===== config.mk =====
export PLATFORM = sky130hd
export DESIGN_NAME = csr_bank_flat
export DESIGN_NICKNAME = d
export VERILOG_FILES = /design/src/rtl/csr_pkg.sv /design/src/rtl/csr_bank_if.sv /design/src/rtl/sync_edge_detect.sv /design/src/rtl/csr_bank.sv /design/src/flat_wrapper.sv
export SDC_FILE = /design/constraint.sdc
export NUM_CORES = 1
export LEC_CHECK = 0
export ABC_AREA = 0
export ABC_CLOCK_PERIOD_IN_PS = 3300
export BUFFER_PORTS_ARGS = -buffer_cell sky130_fd_sc_hd__buf_2
export CAP_MARGIN = 20
export CORE_ASPECT_RATIO = 1.75
export CORE_UTILIZATION = 40
export DETAILED_ROUTE_END_ITERATION = 7
export PLACE_DENSITY = 0.71
export SLEW_MARGIN = 20
export SYNTH_ARGS = -nofsm -noshare
export SYNTH_HDL_FRONTEND = slang
export SYNTH_SLANG_ARGS = --single-unit

===== constraint.sdc =====
create_clock -name clk_i -period 3.3 [get_ports clk_i]
set_input_delay 0.165 -clock clk_i [delete_from_list [all_inputs] [get_ports clk_i]]
set_output_delay 0.165 -clock clk_i [all_outputs]
set_load 0.01 [all_outputs]

===== src/rtl/csr_pkg.sv =====
// Shared types and address decode for the csr_bank register block.
package csr_pkg;

    typedef enum logic [1:0] {
        ST_IDLE,
        ST_ACCESS,
        ST_HOLD
    } csr_state_t;

    typedef enum logic [1:0] {
        CFG,
        STS,
        INVALID
    } access_t;

    function automatic access_t classify_addr(input int unsigned addr,
                                              input int unsigned num_cfg,
                                              input int unsigned num_sts);
        access_t result;
        if (addr < num_cfg) begin
            result = CFG;
        end else if (addr < num_cfg + num_sts) begin
            result = STS;
        end else begin
            result = INVALID;
        end
        return result;
    endfunction

endpackage


===== src/rtl/csr_bank_if.sv =====
// Host-side register port: asynchronous level strobes, level acknowledges.
interface csr_bank_if #(
    parameter int ADDR_WIDTH = 7,
    parameter int DATA_WIDTH = 8
);
    logic [ADDR_WIDTH-1:0] addr_i;
    logic [DATA_WIDTH-1:0] write_data_i;
    logic                  write_en_i;
    logic                  read_en_i;
    logic                  write_ack_o;
    logic                  read_valid_o;
    logic [DATA_WIDTH-1:0] read_data_o;
    logic                  err_o;

    modport master (
        output addr_i, write_data_i, write_en_i, read_en_i,
        input  write_ack_o, read_valid_o, read_data_o, err_o
    );

    modport slave (
        input  addr_i, write_data_i, write_en_i, read_en_i,
        output write_ack_o, read_valid_o, read_data_o, err_o
    );
endinterface


===== src/rtl/sync_edge_detect.sv =====
// Strobe synchroniser: SYNC_STAGES flop chain plus a delay flop and rise pulse.
module sync_edge_detect #(
    parameter int SYNC_STAGES = 2
) (
    input  logic clk_i,
    input  logic rst_n,
    input  logic async_i,
    output logic level_o,
    output logic rise_o
);

    logic [SYNC_STAGES-1:0] sync_q;
    logic                   dly_q;

    always_ff @(posedge clk_i) begin
        if (!rst_n) begin
            sync_q <= '0;
            dly_q  <= 1'b0;
        end else begin
            sync_q <= {sync_q[SYNC_STAGES-2:0], async_i};
            dly_q  <= sync_q[SYNC_STAGES-1];
        end
    end

    // Level is taken after the delay flop so the release path matches the
    // rise path in latency.
    assign level_o = dly_q;
    assign rise_o  = sync_q[SYNC_STAGES-1] & ~dly_q;

endmodule


===== src/rtl/csr_bank.sv =====
// Parametrised config/status register bank behind an asynchronous host port.
//   state     | meaning
//   ST_IDLE   | waiting for a synchronised write or read rise
//   ST_ACCESS | one cycle: commit write / load read data, raise ack
//   ST_HOLD   | ack held until the accessed strobe is seen low
module csr_bank
    import csr_pkg::*;
#(
    parameter int ADDR_WIDTH     = 7,
    parameter int DATA_WIDTH     = 8,
    parameter int NUM_CONFIG_REG = 12,
    parameter int NUM_STATUS_REG = 4,
    parameter int SYNC_STAGES    = 2,
    parameter logic [DATA_WIDTH*NUM_CONFIG_REG-1:0] CONFIG_RESET_VAL   = '0,
    parameter logic [DATA_WIDTH*NUM_CONFIG_REG-1:0] CONFIG_WR_MASK     = '1,
    parameter logic [DATA_WIDTH*NUM_STATUS_REG-1:0] STATUS_STICKY_MASK = '0
) (
    input  logic                                   clk_i,
    input  logic                                   rst_n,
    csr_bank_if.slave                              host,
    output logic                                   irq_o,
    output logic [DATA_WIDTH*NUM_CONFIG_REG-1:0]   config_bus_o,
    input  logic [DATA_WIDTH*NUM_STATUS_REG-1:0]   status_bus_i
);

    localparam int DW = DATA_WIDTH;
    localparam int NC = NUM_CONFIG_REG;
    localparam int NS = NUM_STATUS_REG;

    csr_state_t state_q, state_d;

    logic wr_level, wr_rise, rd_level, rd_rise;
    logic capture, do_access, release_ack;

    logic [ADDR_WIDTH-1:0] addr_q;
    logic [DW-1:0]         wdata_q;
    logic                  is_write_q;
    access_t               acc_type;

    logic [DW-1:0]    cfg_q [NC];
    logic [DW*NS-1:0] sticky_q, live_q, sts_view, sts_clr;
    logic [DW-1:0]    rd_mux;

    logic [DW-1:0] read_data_q;
    logic          write_ack_q, read_valid_q, err_q;

    sync_edge_detect #(.SYNC_STAGES(SYNC_STAGES)) u_sync_wr (
        .clk_i   (clk_i),
        .rst_n   (rst_n),
        .async_i (host.write_en_i),
        .level_o (wr_level),
        .rise_o  (wr_rise)
    );

    sync_edge_detect #(.SYNC_STAGES(SYNC_STAGES)) u_sync_rd (
        .clk_i   (clk_i),
        .rst_n   (rst_n),
        .async_i (host.read_en_i),
        .level_o (rd_level),
        .rise_o  (rd_rise)
    );

    always_ff @(posedge clk_i) begin
        if (!rst_n) begin
            state_q <= ST_IDLE;
        end else begin
            state_q <= state_d;
        end
    end

    always_comb begin
        state_d     = state_q;
        capture     = 1'b0;
        do_access   = 1'b0;
        release_ack = 1'b0;
        unique case (state_q)
            ST_IDLE: begin
                if (wr_rise || rd_rise) begin
                    capture = 1'b1;
                    state_d = ST_ACCESS;
                end
            end
            ST_ACCESS: begin
                do_access = 1'b1;
                state_d   = ST_HOLD;
            end
            ST_HOLD: begin
                if (!(is_write_q ? wr_level : rd_level)) begin
                    release_ack = 1'b1;
                    state_d     = ST_IDLE;
                end
            end
            default: state_d = ST_IDLE;
        endcase
    end

    assign acc_type = classify_addr(32'(addr_q), NC, NS);

    // Sticky bits read the held value, the rest read the registered raw status.
    assign sts_view = (sticky_q & STATUS_STICKY_MASK) | (live_q & ~STATUS_STICKY_MASK);
    assign irq_o    = |sticky_q;

    always_comb begin
        rd_mux = '1;
        for (int i = 0; i < NC; i++) begin
            if (addr_q == ADDR_WIDTH'(i)) rd_mux = cfg_q[i];
        end
        for (int j = 0; j < NS; j++) begin
            if (addr_q == ADDR_WIDTH'(NC + j)) rd_mux = sts_view[j*DW +: DW];
        end
    end

    always_comb begin
        sts_clr = '0;
        if (do_access && is_write_q) begin
            for (int j = 0; j < NS; j++) begin
                if (addr_q == ADDR_WIDTH'(NC + j)) sts_clr[j*DW +: DW] = wdata_q;
            end
        end
    end

    // Raw status is OR-ed in after the clear so a same-cycle set survives.
    always_ff @(posedge clk_i) begin
        if (!rst_n) begin
            sticky_q <= '0;
            live_q   <= '0;
        end else begin
            sticky_q <= ((sticky_q & ~sts_clr) | status_bus_i) & STATUS_STICKY_MASK;
            live_q   <= status_bus_i;
        end
    end

    always_ff @(posedge clk_i) begin
        if (!rst_n) begin
            for (int i = 0; i < NC; i++) begin
                cfg_q[i] <= CONFIG_RESET_VAL[i*DW +: DW];
            end
        end else if (do_access && is_write_q) begin
            for (int i = 0; i < NC; i++) begin
                if (addr_q == ADDR_WIDTH'(i)) begin
                    cfg_q[i] <= (cfg_q[i] & ~CONFIG_WR_MASK[i*DW +: DW])
                              | (wdata_q  &  CONFIG_WR_MASK[i*DW +: DW]);
                end
            end
        end
    end

    always_comb begin
        config_bus_o = '0;
        for (int i = 0; i < NC; i++) begin
            config_bus_o[i*DW +: DW] = cfg_q[i];
        end
    end

    always_ff @(posedge clk_i) begin
        if (!rst_n) begin
            addr_q       <= '0;
            wdata_q      <= '0;
            is_write_q   <= 1'b0;
            read_data_q  <= '0;
            write_ack_q  <= 1'b0;
            read_valid_q <= 1'b0;
            err_q        <= 1'b0;
        end else begin
            if (capture) begin
                addr_q     <= host.addr_i;
                is_write_q <= wr_rise;
                if (wr_rise) wdata_q <= host.write_data_i;
            end
            if (do_access) begin
                err_q        <= (acc_type == INVALID);
                write_ack_q  <= is_write_q;
                read_valid_q <= !is_write_q;
                if (!is_write_q) read_data_q <= rd_mux;
            end
            if (release_ack) begin
                write_ack_q  <= 1'b0;
                read_valid_q <= 1'b0;
            end
        end
    end

    assign host.write_ack_o  = write_ack_q;
    assign host.read_valid_o = read_valid_q;
    assign host.read_data_o  = read_data_q;
    assign host.err_o        = err_q;

endmodule


===== src/flat_wrapper.sv =====
// flat-port wrapper written by rule: the top's interface ports become plain ports
module csr_bank_flat import csr_pkg::*;
#(
    parameter int ADDR_WIDTH     = 7,
    parameter int DATA_WIDTH     = 8,
    parameter int NUM_CONFIG_REG = 12,
    parameter int NUM_STATUS_REG = 4,
    parameter int SYNC_STAGES    = 2,
    parameter logic [DATA_WIDTH*NUM_CONFIG_REG-1:0] CONFIG_RESET_VAL   = '0,
    parameter logic [DATA_WIDTH*NUM_CONFIG_REG-1:0] CONFIG_WR_MASK     = '1,
    parameter logic [DATA_WIDTH*NUM_STATUS_REG-1:0] STATUS_STICKY_MASK = '0
)
  (clk_i, rst_n, irq_o, config_bus_o, status_bus_i, host_addr_i, host_write_data_i, host_write_en_i, host_read_en_i, host_write_ack_o, host_read_valid_o, host_read_data_o, host_err_o);
  csr_bank_if #(.ADDR_WIDTH(ADDR_WIDTH), .DATA_WIDTH(DATA_WIDTH)) host_i ();
  input  logic clk_i;
  input  logic rst_n;
  output logic irq_o;
  output logic [DATA_WIDTH*NUM_CONFIG_REG-1:0] config_bus_o;
  input  logic [DATA_WIDTH*NUM_STATUS_REG-1:0] status_bus_i;
  input wire logic [$bits(host_i.addr_i)-1:0] host_addr_i;
  input wire logic [$bits(host_i.write_data_i)-1:0] host_write_data_i;
  input wire logic [$bits(host_i.write_en_i)-1:0] host_write_en_i;
  input wire logic [$bits(host_i.read_en_i)-1:0] host_read_en_i;
  output wire logic [$bits(host_i.write_ack_o)-1:0] host_write_ack_o;
  output wire logic [$bits(host_i.read_valid_o)-1:0] host_read_valid_o;
  output wire logic [$bits(host_i.read_data_o)-1:0] host_read_data_o;
  output wire logic [$bits(host_i.err_o)-1:0] host_err_o;
  assign host_i.addr_i = host_addr_i;
  assign host_i.write_data_i = host_write_data_i;
  assign host_i.write_en_i = host_write_en_i;
  assign host_i.read_en_i = host_read_en_i;
  assign host_write_ack_o = host_i.write_ack_o;
  assign host_read_valid_o = host_i.read_valid_o;
  assign host_read_data_o = host_i.read_data_o;
  assign host_err_o = host_i.err_o;
  csr_bank #(.ADDR_WIDTH(ADDR_WIDTH), .DATA_WIDTH(DATA_WIDTH), .NUM_CONFIG_REG(NUM_CONFIG_REG), .NUM_STATUS_REG(NUM_STATUS_REG), .SYNC_STAGES(SYNC_STAGES), .CONFIG_RESET_VAL(CONFIG_RESET_VAL), .CONFIG_WR_MASK(CONFIG_WR_MASK), .STATUS_STICKY_MASK(STATUS_STICKY_MASK)) u_core (.clk_i(clk_i), .rst_n(rst_n), .host(host_i), .irq_o(irq_o), .config_bus_o(config_bus_o), .status_bus_i(status_bus_i));
endmodule

[After elaboration in Yosys (flattened, before gate mapping)]
Memory sizes are Yosys's and may differ from the RTL's.
Index checks and enable logic that the tools add are counted.
Operators by class
  multipliers: 0
  add/sub/neg operators: 0
  order comparisons: 2
  shift-type cells: 0
  equal/unequal tests: 20
  bitwise logic cells: 18
  muxes and demuxes: 88
  div/mod/pow operators: 0
  reduce and logical (&&, ||, !) cells: 9
Operator list (count)
  two-way mux 8 bit: 28
  == test 7 x 4 -> 1 bit (second input constant): 8
  two-way mux 1 bit: 55
  == test 7 x 3 -> 1 bit (second input constant): 4
  == test 7 x 2 -> 1 bit (second input constant): 2
  OR 1 bit: 12
  two-way mux 2 bit: 4
  == test 7 x 1 -> 1 bit (second input constant): 1
  zero test 7 bit: 1
  < comparator 7 x 4 -> 1 bit (second input constant): 1
  < comparator 7 x 5 -> 1 bit (second input constant): 1
  one-hot mux 2 bit (3 select lines): 1
  AND reduction 2 bit: 3
  == test 2 bit (second input constant): 2
  inverter 1 bit: 4
  bitwise AND 1 bit: 2
  == test 2 x 1 -> 1 bit (second input constant): 1
  zero test 2 bit: 1
  != test 2 x 1 -> 1 bit (second input constant): 1
  != test 2 bit (second input constant): 1
  OR reduction 2 bit: 1
  logical AND 1 bit: 1
  zero test 1 bit: 1
  logical OR 1 bit: 1
Storage, ports and cells
  bits in registers: 67
  output and inout port bits: 108
  bits in writable memories: 96
  ROM bits: 0
  input bits: 51
  logic and storage cells: 151
  memories kept: 1
  bits in latches: 0
Memory list
  u_core.cfg_q: depth 12, bits a word 8, rd ports 12, clocked after Yosys merged registers in 0, write ports 12, RTL line csr_bank.sv:40  | logic [DW-1:0] cfg_q [NC];

[Longest topological paths before layout]
  depth in word-level cells: 17
  depth in mapped cells: 8
  mapped depth without buffers: 6

[By module]
A second synthesis with hierarchy kept.
Unflattened totals
  cells, all modules: 690
  area, all modules: 7145.6 um2
By module, submodules not included
  csr_bank: area an instance 6960.4 um2, instances 1, cells an instance 676, seq. area each 4103.9 um2
  sync_edge_detect: area an instance 92.6 um2, instances 2, cells an instance 7, seq. area each 60.1 um2

[Worst setup path before layout]
No wires, ideal clock.
  path type: reg-to-reg
  start point: reg u_core.addr_q[5]
  end point: mem u_core.cfg_q[0][80] (netlist bit) (enable)
  cell stages (with the launch flop): 6
  data required time: 2916 ps
  period minus slack after synthesis: 2047 ps
  path buffers: 2
  path slack: 1253 ps
  data arrival time: 1663 ps
  setup time: 384 ps
  cell sequence: dfxtp_1 buf_4 nor3b_4 nand2_2 buf_2 o21ai_0
RTL lines
  from (decl): RTL line csr_bank.sv:35  | logic [ADDR_WIDTH-1:0] addr_q;
  from (signal assigned): RTL line csr_bank.sv:166  | addr_q <= host.addr_i;
  to (decl): RTL line csr_bank.sv:40

==> reports/results.txt <==
Status - complete, no violations
Detailed Route WL - 24.9 mm
PwrDens - 545 nW/um^2
Worst setup EP type - flop
Setup-violating endpoint count in the final report - 0
Setup repair after global routing missed its margin - no
Initial DRC count - 497
Top FF cell, synth - edfxtp_1
CP max stage cell - dfxtp_1
FF-to-FF End - u_core.cfg_q[0][21]
Commonest non-fill, non-tap cells in the layout - 157 x buf_2, 116 x nor2_1, 96 x edfxtp_1
Finished Cell Area - 9100 um^2
DP HPWL - 18.4 mm
Syn Area/Cell - 10.7 um^2
Crit Reg-Reg Startpoint - u_core.state_q[0]
Yosys cell types - 73
Inst Count DP - 1015
FMAX - 399 MHz
Least-Margin Pin Slew - 836 ps
Clock transition at the registers of the reported paths - 80 ps
Buffers on Ports - 157
# diodes - 0
Share of layout cells above drive strength 1 - 27.7%
Combinational share of power - 10.5%
Clock root cell - clkbuf_16
# resized after CTS - 0
Initial Util - 41.3%
GPL Wtd Cong - 1.02
Initial antenna violation count - 0
WP data arrival - 2600 ps
Gr usage total - 28.0%
Die area - 18200 um^2
CP max stage delay - 440 ps
Crit path required time - 3390 ps
Final Max Tran Viols - 0
Post-route setup slack - 792 ps
Die width - 102 um
Worst Setup SP - u_core.state_q[0]
Post-synth ARST share - 0%
Clk sinks - 163
CP Capture Point - u_core.cfg_q[0][21]
EDFF count, synth - 96
Syn Nets - 712
Relative slew slack - 44.1%
Fin crit share - 76.0%
R2R Setup Slk - 790 ps
Final Non-Filler Cells - 1093
Syn Std Cell Area - 7060 um^2
Clock power share - 42.7%
NumNets Final - 904
Post-Synthesis Cells - 661
Commonest non-fill, non-tap cell in the layout - buf_2
Post-CTS setup buffers - 0
Core ar. - 17100 um^2
Ys Warns - 0
Max-cap viol count - 0
Crit-path leading delay family - simple AND/OR/NAND/NOR gates
Buf/Inv on CP - 0
Setup TNS - 0 ps
Final hold vios - 0
Largest net degree at the start of global routing - 38
Startpoint Class - flop
Pint - 3630 uW
Critical path class - reg2reg
Layout Skew - 12.6 ps
Min-delay worst type - in2reg
Peak supply drop - 0.314 mV
Clock buffer depth - 2
Post-layout min period - 2510 ps
H-tree depth - 4
Crit-path max FO - 9
Leak - 0.00366 uW
DRC - 0
Drt first pass iters - 5
Overflow after GRT - 0
Sw Pwr - 1330 uW
Crit path top cell by count - nand2_1
Critical path cell sequence - nor2b_1 -> nand2_1 -> nor3_2 -> nand2_1 -> nand2_1
Drt wl/cell - 22.8 um
Via count - 6091
Dpl cell area - 7990 um^2
R2r worst-path depth - 5
Count of state elements after synthesis - 163
Die height - 178 um
Levels on crit path - 5
Vias in the first global route - 6067
IO Pins - 159
Post-DRT Antenna Nets - 0
Setup WS pre-CTS - 844 ps
TritonCTS Buffers - 17
FP Rows - 63
Seq/Total Area, Yosys - 59.9%
CTS tree - built
Switching Share - 26.8%
Area grow syn2layout - 28.9%
First-pass GRT wire length - 35.6 mm
Clock Latency Late Sink - 440 ps
Sequential share of power - 46.7%
Via/cell ratio - 5.57
==> power groups by stage <==
stage	combinational (uW)	clock [uW]	sequential (uW)
6_report	523	2120	2320
3_3_place_gp	466	0	2360
2_1_floorplan	280	0	2340
3_5_place_dp	469	0	2360
5_1_grt	560	2190	2320
4_1_cts	514	2120	2310
==> flip-flops by register name, summed over array words and instances (netlist names), 2 cells and up <==
register / cells
u_core.host.read_data_o: 8
u_core.state_q: 2
u_core.live_q: 32
u_core.u_sync_wr.sync_q: 2
u_core.wdata_q: 8
u_core.u_sync_rd.sync_q: 2
u_core.addr_q: 7
u_core.cfg_q: 96
==> cells in the mapped netlist, drive strengths merged, types with 8 or more instances <==
cell type | count | share of area [%]
nor2 | 118 | 6.4
edfxtp | 96 | 41
dfxtp | 67 | 19
nand2 | 67 | 3.7
and2 | 44 | 3.9
a21oi | 33 | 2.3
o21ai | 30 | 2.1
o22ai | 27 | 2.4
buf | 26 | 2.4
clkbuf | 16 | 0.85
inv | 16 | 0.85
nor2b | 12 | 1.1
mux2 | 11 | 1.8
mux2i | 10 | 1.4
nand3 | 8 | 0.57
==> tightest hold or removal path, delay by kind of cell <==
family                 cells  cell delay, ps
buffers and inverters      1              90
AOI/OAI and AO/OA          1              60
and+or+nand+nor            1              70
==> final cells by class <==
cell class / count / area [um^2]
multi-input cells: 438 / 2530
well taps: 227 / 284
inverters: 18 / 67.6
clock buffers: 19 / 475
flip-flops and latches: 163 / 4220
repair buffers: 215 / 1340
fillers: 1512 / 8010
clock inverters: 13 / 178
==> cell families after synthesis <==
family | Yosys count | synth area share, %
flip-flops | 163 | 59.9
multiplexers | 21 | 3.17
other | 1 | 0.0531
AND/OR/NAND/NOR | 272 | 18.8
buffers and inverters | 60 | 4.24
AO/OA/AOI/OAI | 144 | 13.9
==> stage by stage <==
step                      utilization, %  power, uW  hold slack, ps
after floorplan                        -       2620             292
after global routing                53.2       5070            16.5
after CTS                           53.2       4950            7.06
final                               53.2       4960            6.65
after global placement              46.7       2830             374
after detailed placement            46.7       2830             374
==> timing repair <==
item                                   4_1_cts  5_1_grt
hold buffers                                46        0
endpoints found under the hold margin       46        0
setup endpoints to repair                    0        0
==> worst min-delay path by stage <==
stage | start | endpoint | slack [ps] | cells after the start
2_1_floorplan | status_bus_i[0] | u_core.live_q[0] | 290 | 1
4_1_cts | host_addr_i[0] | u_core.addr_q[0] | 7 | 3
5_1_grt | host_addr_i[3] | u_core.addr_q[3] | 20 | 3
6_report | host_write_data_i[6] | u_core.wdata_q[6] | 7 | 3
3_3_place_gp | status_bus_i[19] | u_core.live_q[19] | 370 | 2
3_5_place_dp | status_bus_i[7] | u_core.live_q[7] | 370 | 2
==> routing by layer <==
metal | vias up | track usage (%) | part of all wire, %
li1 | 2735 | - | -
met5 | - | 0 | 0
met3 | 90 | 4.06 | 7.2
met1 | 2907 | 30.4 | 35
met2 | 359 | 49.3 | 52
met4 | 0 | 19.0 | 6.1
Note: power is estimated with default switching activity, not from simulation.
